[src/rtl/accum_pkg.sv]
// -----------------------------------------------------------------------------
// accum_pkg
// Shared definitions for the ACCUM sequencer/arbiter (accum_sched):
//   - accum_state_t : sequencer FSM states
//   - NZ_DEF/NP_DEF : default zero/pole term counts per operation
//   - TERM_W        : width of the term_idx output
// -----------------------------------------------------------------------------
package accum_pkg;

  typedef enum logic [2:0] {
    ST_IDLE  = 3'd0,
    ST_CLEAR = 3'd1,
    ST_ZERO  = 3'd2,
    ST_POLE  = 3'd3,
    ST_DONE  = 3'd4
  } accum_state_t;

  localparam int NZ_DEF = 6;
  localparam int NP_DEF = 2;
  localparam int TERM_W = 4;

endpackage : accum_pkg

[src/rtl/accum_rr_arb.sv]
// -----------------------------------------------------------------------------
// accum_rr_arb
// Combinational round-robin select: picks the first set request bit at or
// after ptr, wrapping modulo NCH. The pointer register lives in the caller.
// Ports:
//   req   in  [NCH-1:0]  request vector
//   ptr   in  [CHW-1:0]  highest-priority channel index
//   gnt   out [NCH-1:0]  one-hot grant (zero when no request)
//   idx   out [CHW-1:0]  index of the granted channel
//   valid out            at least one request is set
// -----------------------------------------------------------------------------
module accum_rr_arb #(
  parameter int NCH = 4,
  parameter int CHW = 2
) (
  input  logic [NCH-1:0] req,
  input  logic [CHW-1:0] ptr,
  output logic [NCH-1:0] gnt,
  output logic [CHW-1:0] idx,
  output logic           valid
);

  localparam int SW = CHW + 1;

  // cand[i] is the channel sitting i places after ptr in priority order
  logic [CHW-1:0] cand [NCH];

  for (genvar gi = 0; gi < NCH; gi++) begin : g_cand
    logic [SW-1:0] sum;
    assign sum       = {1'b0, ptr} + SW'(gi);
    assign cand[gi]  = (sum >= SW'(NCH)) ? CHW'(sum - SW'(NCH)) : sum[CHW-1:0];
  end

  always_comb begin
    idx   = '0;
    valid = 1'b0;
    // Walk from lowest to highest priority so the nearest match wins last.
    for (int i = NCH - 1; i >= 0; i--) begin
      if (req[cand[i]]) begin
        valid = 1'b1;
        idx   = cand[i];
      end
    end
    gnt = valid ? (NCH'(1) << idx) : '0;
  end

endmodule : accum_rr_arb

[src/rtl/accum_sched.sv]
// -----------------------------------------------------------------------------
// accum_sched
// Round-robin sequencer for the shared MCAC predictor accumulator. Grants one
// of NCH requesters, clears the accumulator, steps NZ zero terms then NP pole
// terms (stalling on acc_rdy=0), strobes SEZ/SE capture and pulses done.
// Ports:
//   clk, reset            clock (rising edge), async active-high reset
//   req      [NCH-1:0]    level requests, held until the matching done bit
//   acc_rdy               datapath accepts a term this cycle
//   gnt      [NCH-1:0]    one-hot grant, held from grant through DONE
//   acc_ch   [CHW-1:0]    channel of the current operation
//   acc_clr               accumulator clear pulse
//   acc_en                term term_idx is added this cycle
//   term_idx [3:0]        0..NZ-1 zero terms, NZ..NZ+NP-1 pole terms
//   sez_ld, se_ld         partial / full sum capture strobes
//   done     [NCH-1:0]    one-cycle one-hot completion pulse
//   busy                  FSM not idle
//   scan_in0, scan_en     scan chain inputs, unused before scan insertion
//   scan_out0             scan output, tied 0 before scan insertion
// Optional (macro ACCUM_SCHED_STALL_CNT_EN):
//   stall_cnt [15:0]      saturating count of stalled ZERO/POLE cycles
// -----------------------------------------------------------------------------
module accum_sched
  import accum_pkg::*;
#(
  parameter int NCH = 4,
  parameter int NZ  = NZ_DEF,
  parameter int NP  = NP_DEF,
  parameter int CHW = $clog2(NCH)
) (
  input  logic              clk,
  input  logic              reset,
  input  logic [NCH-1:0]    req,
  input  logic              acc_rdy,
  output logic [NCH-1:0]    gnt,
  output logic [CHW-1:0]    acc_ch,
  output logic              acc_clr,
  output logic              acc_en,
  output logic [TERM_W-1:0] term_idx,
  output logic              sez_ld,
  output logic              se_ld,
  output logic [NCH-1:0]    done,
  output logic              busy,
  input  logic              scan_in0,
  input  logic              scan_en,
  output logic              scan_out0
`ifdef ACCUM_SCHED_STALL_CNT_EN
  ,
  output logic [15:0]       stall_cnt
`endif
);

  localparam logic [TERM_W-1:0] LAST_Z = TERM_W'(NZ - 1);
  localparam logic [TERM_W-1:0] LAST_P = TERM_W'(NZ + NP - 1);

  accum_state_t      state_q, state_d;
  logic [CHW-1:0]    rr_ptr_q, rr_ptr_d;
  logic [NCH-1:0]    gnt_q, gnt_d;
  logic [CHW-1:0]    acc_ch_q, acc_ch_d;
  logic [TERM_W-1:0] term_q, term_d;
  logic              acc_clr_q, acc_clr_d;
  logic              sez_ld_q, sez_ld_d;
  logic              se_ld_q, se_ld_d;
  logic [NCH-1:0]    done_q, done_d;

  logic [CHW-1:0]    ptr_inc;
  logic [CHW-1:0]    arb_ptr;
  logic [NCH-1:0]    arb_gnt;
  logic [CHW-1:0]    arb_idx;
  logic              arb_valid;
  logic              in_terms;
  logic              unused_scan;

  assign unused_scan = &{1'b0, scan_in0, scan_en};
  assign scan_out0   = 1'b0;

  assign ptr_inc = (acc_ch_q == CHW'(NCH - 1)) ? '0 : acc_ch_q + CHW'(1);
  // In DONE the pointer already moves past the finishing channel, so a
  // back-to-back grant sees the updated priority without an idle bubble.
  assign arb_ptr = (state_q == ST_DONE) ? ptr_inc : rr_ptr_q;

  accum_rr_arb #(
    .NCH (NCH),
    .CHW (CHW)
  ) u_arb (
    .req   (req),
    .ptr   (arb_ptr),
    .gnt   (arb_gnt),
    .idx   (arb_idx),
    .valid (arb_valid)
  );

  assign in_terms = (state_q == ST_ZERO) || (state_q == ST_POLE);

  always_comb begin
    state_d   = state_q;
    rr_ptr_d  = rr_ptr_q;
    gnt_d     = gnt_q;
    acc_ch_d  = acc_ch_q;
    term_d    = term_q;
    acc_clr_d = 1'b0;
    sez_ld_d  = 1'b0;
    se_ld_d   = 1'b0;
    done_d    = '0;
    case (state_q)
      ST_IDLE: begin
        if (arb_valid) begin
          gnt_d     = arb_gnt;
          acc_ch_d  = arb_idx;
          acc_clr_d = 1'b1;
          state_d   = ST_CLEAR;
        end
      end
      ST_CLEAR: begin
        term_d  = '0;
        state_d = ST_ZERO;
      end
      ST_ZERO: begin
        if (acc_rdy) begin
          if (term_q == LAST_Z) begin
            sez_ld_d = 1'b1;
            if (NP == 0) begin
              se_ld_d = 1'b1;
              done_d  = gnt_q;
              term_d  = '0;
              state_d = ST_DONE;
            end else begin
              term_d  = term_q + TERM_W'(1);
              state_d = ST_POLE;
            end
          end else begin
            term_d = term_q + TERM_W'(1);
          end
        end
      end
      ST_POLE: begin
        if (acc_rdy) begin
          if (term_q == LAST_P) begin
            se_ld_d = 1'b1;
            done_d  = gnt_q;
            term_d  = '0;
            state_d = ST_DONE;
          end else begin
            term_d = term_q + TERM_W'(1);
          end
        end
      end
      ST_DONE: begin
        rr_ptr_d = ptr_inc;
        if (arb_valid) begin
          gnt_d     = arb_gnt;
          acc_ch_d  = arb_idx;
          acc_clr_d = 1'b1;
          state_d   = ST_CLEAR;
        end else begin
          gnt_d   = '0;
          state_d = ST_IDLE;
        end
      end
      default: begin
        gnt_d   = '0;
        state_d = ST_IDLE;
      end
    endcase
  end

  always_ff @(posedge clk or posedge reset) begin
    if (reset) begin
      state_q   <= ST_IDLE;
      rr_ptr_q  <= '0;
      gnt_q     <= '0;
      acc_ch_q  <= '0;
      term_q    <= '0;
      acc_clr_q <= 1'b0;
      sez_ld_q  <= 1'b0;
      se_ld_q   <= 1'b0;
      done_q    <= '0;
    end else begin
      state_q   <= state_d;
      rr_ptr_q  <= rr_ptr_d;
      gnt_q     <= gnt_d;
      acc_ch_q  <= acc_ch_d;
      term_q    <= term_d;
      acc_clr_q <= acc_clr_d;
      sez_ld_q  <= sez_ld_d;
      se_ld_q   <= se_ld_d;
      done_q    <= done_d;
    end
  end

  assign gnt      = gnt_q;
  assign acc_ch   = acc_ch_q;
  assign acc_clr  = acc_clr_q;
  assign acc_en   = in_terms && acc_rdy;
  assign term_idx = term_q;
  assign sez_ld   = sez_ld_q;
  assign se_ld    = se_ld_q;
  assign done     = done_q;
  assign busy     = (state_q != ST_IDLE);

`ifdef ACCUM_SCHED_STALL_CNT_EN
  logic [15:0] stall_cnt_q, stall_cnt_d;

  always_comb begin
    stall_cnt_d = stall_cnt_q;
    if (in_terms && !acc_rdy && (stall_cnt_q != 16'hFFFF)) begin
      stall_cnt_d = stall_cnt_q + 16'd1;
    end
  end

  always_ff @(posedge clk or posedge reset) begin
    if (reset) begin
      stall_cnt_q <= '0;
    end else begin
      stall_cnt_q <= stall_cnt_d;
    end
  end

  assign stall_cnt = stall_cnt_q;
`endif

endmodule : accum_sched
[config.mk]
export PLATFORM = sky130hd
export DESIGN_NAME = accum_sched
export DESIGN_NICKNAME = d
export VERILOG_FILES = /design/src/rtl/accum_pkg.sv /design/src/rtl/accum_rr_arb.sv /design/src/rtl/accum_sched.sv
export SDC_FILE = /design/constraint.sdc
export NUM_CORES = 1
export LEC_CHECK = 0
export BUFFER_PORTS_ARGS = -buffer_cell sky130_fd_sc_hd__buf_2
export CAP_MARGIN = 30
export CORE_AREA = 2 2 60 62
export DETAILED_ROUTE_END_ITERATION = 7
export DIE_AREA = 0 0 62 64
export GPL_TIMING_DRIVEN = 0
export HOLD_SLACK_MARGIN = 0.1
export RECOVER_POWER = 100
export SLEW_MARGIN = 20
export SYNTH_ARGS = -nofsm -noshare
export SYNTH_HDL_FRONTEND = slang
export SYNTH_SLANG_ARGS = --single-unit
[constraint.sdc]
create_clock -name clk -period 4.4 [get_ports clk]
set_input_delay 0.88 -clock clk [delete_from_list [all_inputs] [get_ports clk]]
set_output_delay 0.88 -clock clk [all_outputs]
set_load 0.02 [all_outputs]
==> results_tabular.tex <==
\begin{tabular}{lr}
\hline
Metric & Value \\
\hline
\multicolumn{2}{l}{\textbf{Logic synthesis}} \\
\quad Area leader, netlist & dfrtp\_1 \\
\quad Number of cells produced by synthesis & 105 \\
\quad EDFF count, synth & 0 \\
\quad Synth Register Bits & 22 \\
\quad Sequential-to-total area share from yosys stat & 49.5\% \\
\quad Top post-synthesis cells by count & 22 x dfrtp\_1, 9 x nor2\_1, 7 x nand2\_1 \\
\quad Net Count, Synth & 117 \\
\quad Synth warnings & 0 \\
\quad Cell Area, Synth & 0.00111 sq mm \\
\quad Most frequently used cell type in the post-synthesis netlist & dfrtp\_1 \\
\quad Prevailing post-synth register cell & dfrtp\_1 \\
\quad Average instance area after synthesis & 10.6 sq um \\
\quad Fraction of registers with async set/reset & 100\% \\
\quad Fraction of synthesized cell area taken by the top area cell type & 49.5\% \\
\quad Synth cell types & 37 \\
\quad Top cells by area in the synthesized netlist & dfrtp\_1 49\%, ha\_1 3.4\%, nor2\_1 3.0\% \\
\multicolumn{2}{l}{\textbf{Timing}} \\
\quad Final hold slack & 0.513 ns \\
\quad Final hold violation count & 0 \\
\quad Slew at the pin closest to its max-slew limit & 0.932 ns \\
\quad Maximum clock frequency & 362 MHz \\
\quad Worst Clk Skew & 0.00393 ns \\
\quad Minimum clock period after layout & 2.76 ns \\
\quad Final slew viol count & 0 \\
\quad Unrepaired setup endpoints after global routing & no \\
\quad Worst slew margin relative to its limit & 37.7\% \\
\quad Share of the cycle needed by the critical path after routing & 62.7\% \\
\quad Final Setup Violations & 0 \\
\quad Setup TNS & 0 ns \\
\quad Final worst setup slack & 1.64 ns \\
\multicolumn{2}{l}{\textbf{Placement}} \\
\quad Routability congestion estimate & 0.749 \\
\quad Worst setup timing slack at the placement stage & 2.03 ns \\
\quad Number of port buffers & 25 \\
\quad HPWL after detailed placement & 1630 microns \\
\multicolumn{2}{l}{\textbf{Outcome}} \\
\quad Outcome & completed \\
\multicolumn{2}{l}{\textbf{Final layout}} \\
\quad Final Net Count & 147 \\
\quad Antenna cell count & 0 \\
\quad Filler instances & 360 \\
\quad Fraction of final layout cells sized beyond drive strength 1 & 12.0\% \\
\quad Area grow syn2layout & 14.8\% \\
\multicolumn{2}{l}{\textbf{Power}} \\
\quad Leakage & 0.575 nW \\
\quad VDD IR-drop max & 164 uV \\
\quad Total chip power & 562 uW \\
\quad Power density of the placed cells & 440 mW/mm\^{}2 \\
\multicolumn{2}{l}{\textbf{Die}} \\
\quad Die Y & 64 microns \\
\quad Placement row count & 21 \\
\quad Horizontal die dimension & 62 microns \\
\quad Core area & 0.00328 sq mm \\
\quad Starting utilization of the core area & 33.9\% \\
\quad Die area & 0.00397 sq mm \\
\quad Boundary Pins & 29 \\
\multicolumn{2}{l}{\textbf{Critical path}} \\
\quad Category of the worst setup path capture point & flip-flop \\
\quad Kind of start point of the critical path & flip-flop \\
\quad Crit. Startpoint & state\_q[0]\$\_DFFE\_PP0P\_ \\
\quad Logic depth of the worst setup path including buffers & 6 \\
\quad Reg2Reg Setup Slack & 1.64 ns \\
\quad Crit path cell chain & clkbuf\_1, nor3b\_1, mux2\_1, a21bo\_4, a2111oi\_4, a32o\_1 \\
\quad Capture point of the worst path & gnt[2]\$\_DFFE\_PP0P\_ \\
\quad R2R Path End & gnt[2]\$\_DFFE\_PP0P\_ \\
\quad R2r worst-path depth & 6 \\
\quad CP max-delay cell & nor3b\_1 \\
\quad Crit Path Max Fanout & 9 \\
\quad Crit path buffers/inverters & 1 \\
\quad Worst setup path category & flip-flop to flip-flop \\
\quad Critical path's top delay family & compound AO/OA/AOI/OAI gates \\
\quad Maximum cell stage delay along the critical path & 0.81 ns \\
\quad Crit path required time & 4.63 ns \\
\quad Source of the worst register-to-register timing path & state\_q[0]\$\_DFFE\_PP0P\_ \\
\quad Data arrival at the endpoint of the critical path & 2.99 ns \\
\multicolumn{2}{l}{\textbf{Flow run}} \\
\quad Max Cap Violations & 0 \\
\multicolumn{2}{l}{\textbf{Clock network}} \\
\quad Number of resized instances in the post-cts repair step & 0 \\
\quad Number of sinks driven by the clock tree & 22 \\
\quad CTS tree & built \\
\quad Postcts setup bufs & 0 \\
\quad Clock-pin slew of the registers on the worst-case setup and hold paths & 0.11 ns \\
\quad Hold-fix buffers, CTS & 0 \\
\quad Htree depth & 1 \\
\quad Buffer cell driving the clock tree root & clkbuf\_4 \\
\quad Longest Clk Path Bufs & 2 \\
\quad Number of buffers added by the clock tree synthesis step & 3 \\
\quad Clk\_lat worst skew & 0.29 ns \\
\multicolumn{2}{l}{\textbf{GRT}} \\
\quad Number of global-route vias before repair & 782 \\
\quad Largest net degree at the start of global routing & 23 \\
\quad Initial antenna violation count & 0 \\
\quad First-pass GRT wire length & 3480 microns \\
\quad Gr usage total & 11.4\% \\
\quad Aggregate global routing overflow & 0 \\
\multicolumn{2}{l}{\textbf{Drt}} \\
\quad Routed Antenna Nets & 0 \\
\quad Total routed wirelength & 2090 microns \\
\quad 1st-iter DRT viols & 17 \\
\quad Avg WL per Cell & 11.6 microns \\
\quad DRC violations left & 0 \\
\quad Via density & 4.82 \\
\quad Number of search-and-repair iterations in the first detailed-routing pass & 5 \\
\quad Via total after detailed routing & 863 \\
\multicolumn{2}{l}{\textbf{Worst hold path}} \\
\quad Class of the most critical hold timing path & flip-flop to flip-flop \\
\hline
\end{tabular}
-- metrics by stage --
step | cell area [sq um] | utilization, % | std cells
6_report | 1280 | 38.9 | 179
5_1_grt | 1280 | 38.9 | 179
4_1_cts | 1320 | 40.1 | 179
3_5_place_dp | 1290 | 39.4 | 176
3_3_place_gp | 1290 | 39.4 | 176
2_1_floorplan | 1110 | - | 105
-- per-layer routing --
layer | vias to the layer above | GRT usage (%) | wire (microns)
met3 | 4 | 1.82 | 83
met2 | 22 | 17.2 | 993
li1 | 436 | - | -
met1 | 401 | 15.5 | 961
met5 | - | 0 | 0
met4 | 0 | 5.59 | 47
-- worst reg2reg max path, delay by kind of cell (launching register included) --
kind	cells	cell delay, ns
and+or+nand+nor	1	0.81
DFF	1	0.38
muxes	1	0.42
buffers and inverters	1	0.19
AOI/OAI and AO/OA	3	0.91
-- worst min path at each step --
stage	start	endpoint	cells past startpoint
finish	gnt[1]$_DFFE_PP0P_	gnt[1]$_DFFE_PP0P_	2
floorplan	state_q[2]$_DFFE_PP0P_	state_q[1]$_DFFE_PP0P_	1
global placement	gnt[2]$_DFFE_PP0P_	done[2]$_DFF_PP0_	1
global route	gnt[3]$_DFFE_PP0P_	done[3]$_DFF_PP0_	1
detailed placement	gnt[1]$_DFFE_PP0P_	gnt[1]$_DFFE_PP0P_	2
CTS	gnt[3]$_DFFE_PP0P_	done[3]$_DFF_PP0_	1
-- sequential cells by signal, summed over array words and instances (netlist names) --
name and flops:
acc_clr 1, sez_ld 1, se_ld 1, rr_ptr_q 2, state_q 3, done 4, term_idx 4, acc_ch 2
gnt 4
-- layout make-up --
cell class                 count  area, sq um  area share, %
tap                           46         57.6           4.51
sequential                    22          551           43.1
timing repair buffer          25         98.8           7.74
clock buffer                   3         22.5           1.76
buffer                         3         16.3           1.27
multi-input combinational     74          509           39.9
inverter                       6         22.5           1.76
-- power breakdown --
| group | switching (mW) | total [mW] | internal (mW) |
|---|---|---|---|
| clock network | 0.0541 | 0.0859 | 0.0318 |
| registers | 0.0364 | 0.279 | 0.243 |
| logic | 0.130 | 0.197 | 0.0677 |
| total | 0.220 | 0.562 | 0.342 |
-- logic make-up (layout without fill, tap and decap cells) --
family	after synthesis	in the layout	share of synthesized area [%]
buffers and inverters	9	37	3.60
other	1	1	0.337
AO/OA/AOI/OAI	20	20	15.2
AND/OR/NAND/NOR	45	45	22.7
flip-flops	22	22	49.5
multiplexers	5	5	5.29
adder cells (fa/ha/maj)	3	3	3.37
-- layout by cell type (no fill, tap or decap), drive strengths merged, types with 4 or more instances in the layout --
master  netlist  final
inv           6      6
buf           3      6
nand2         7      7
mux2          4      4
nor2          9      9
nand3         5      5
dfrtp        22     22
clkbuf        0     25
and2          4      4
Note: power is estimated with default switching activity, not from simulation.
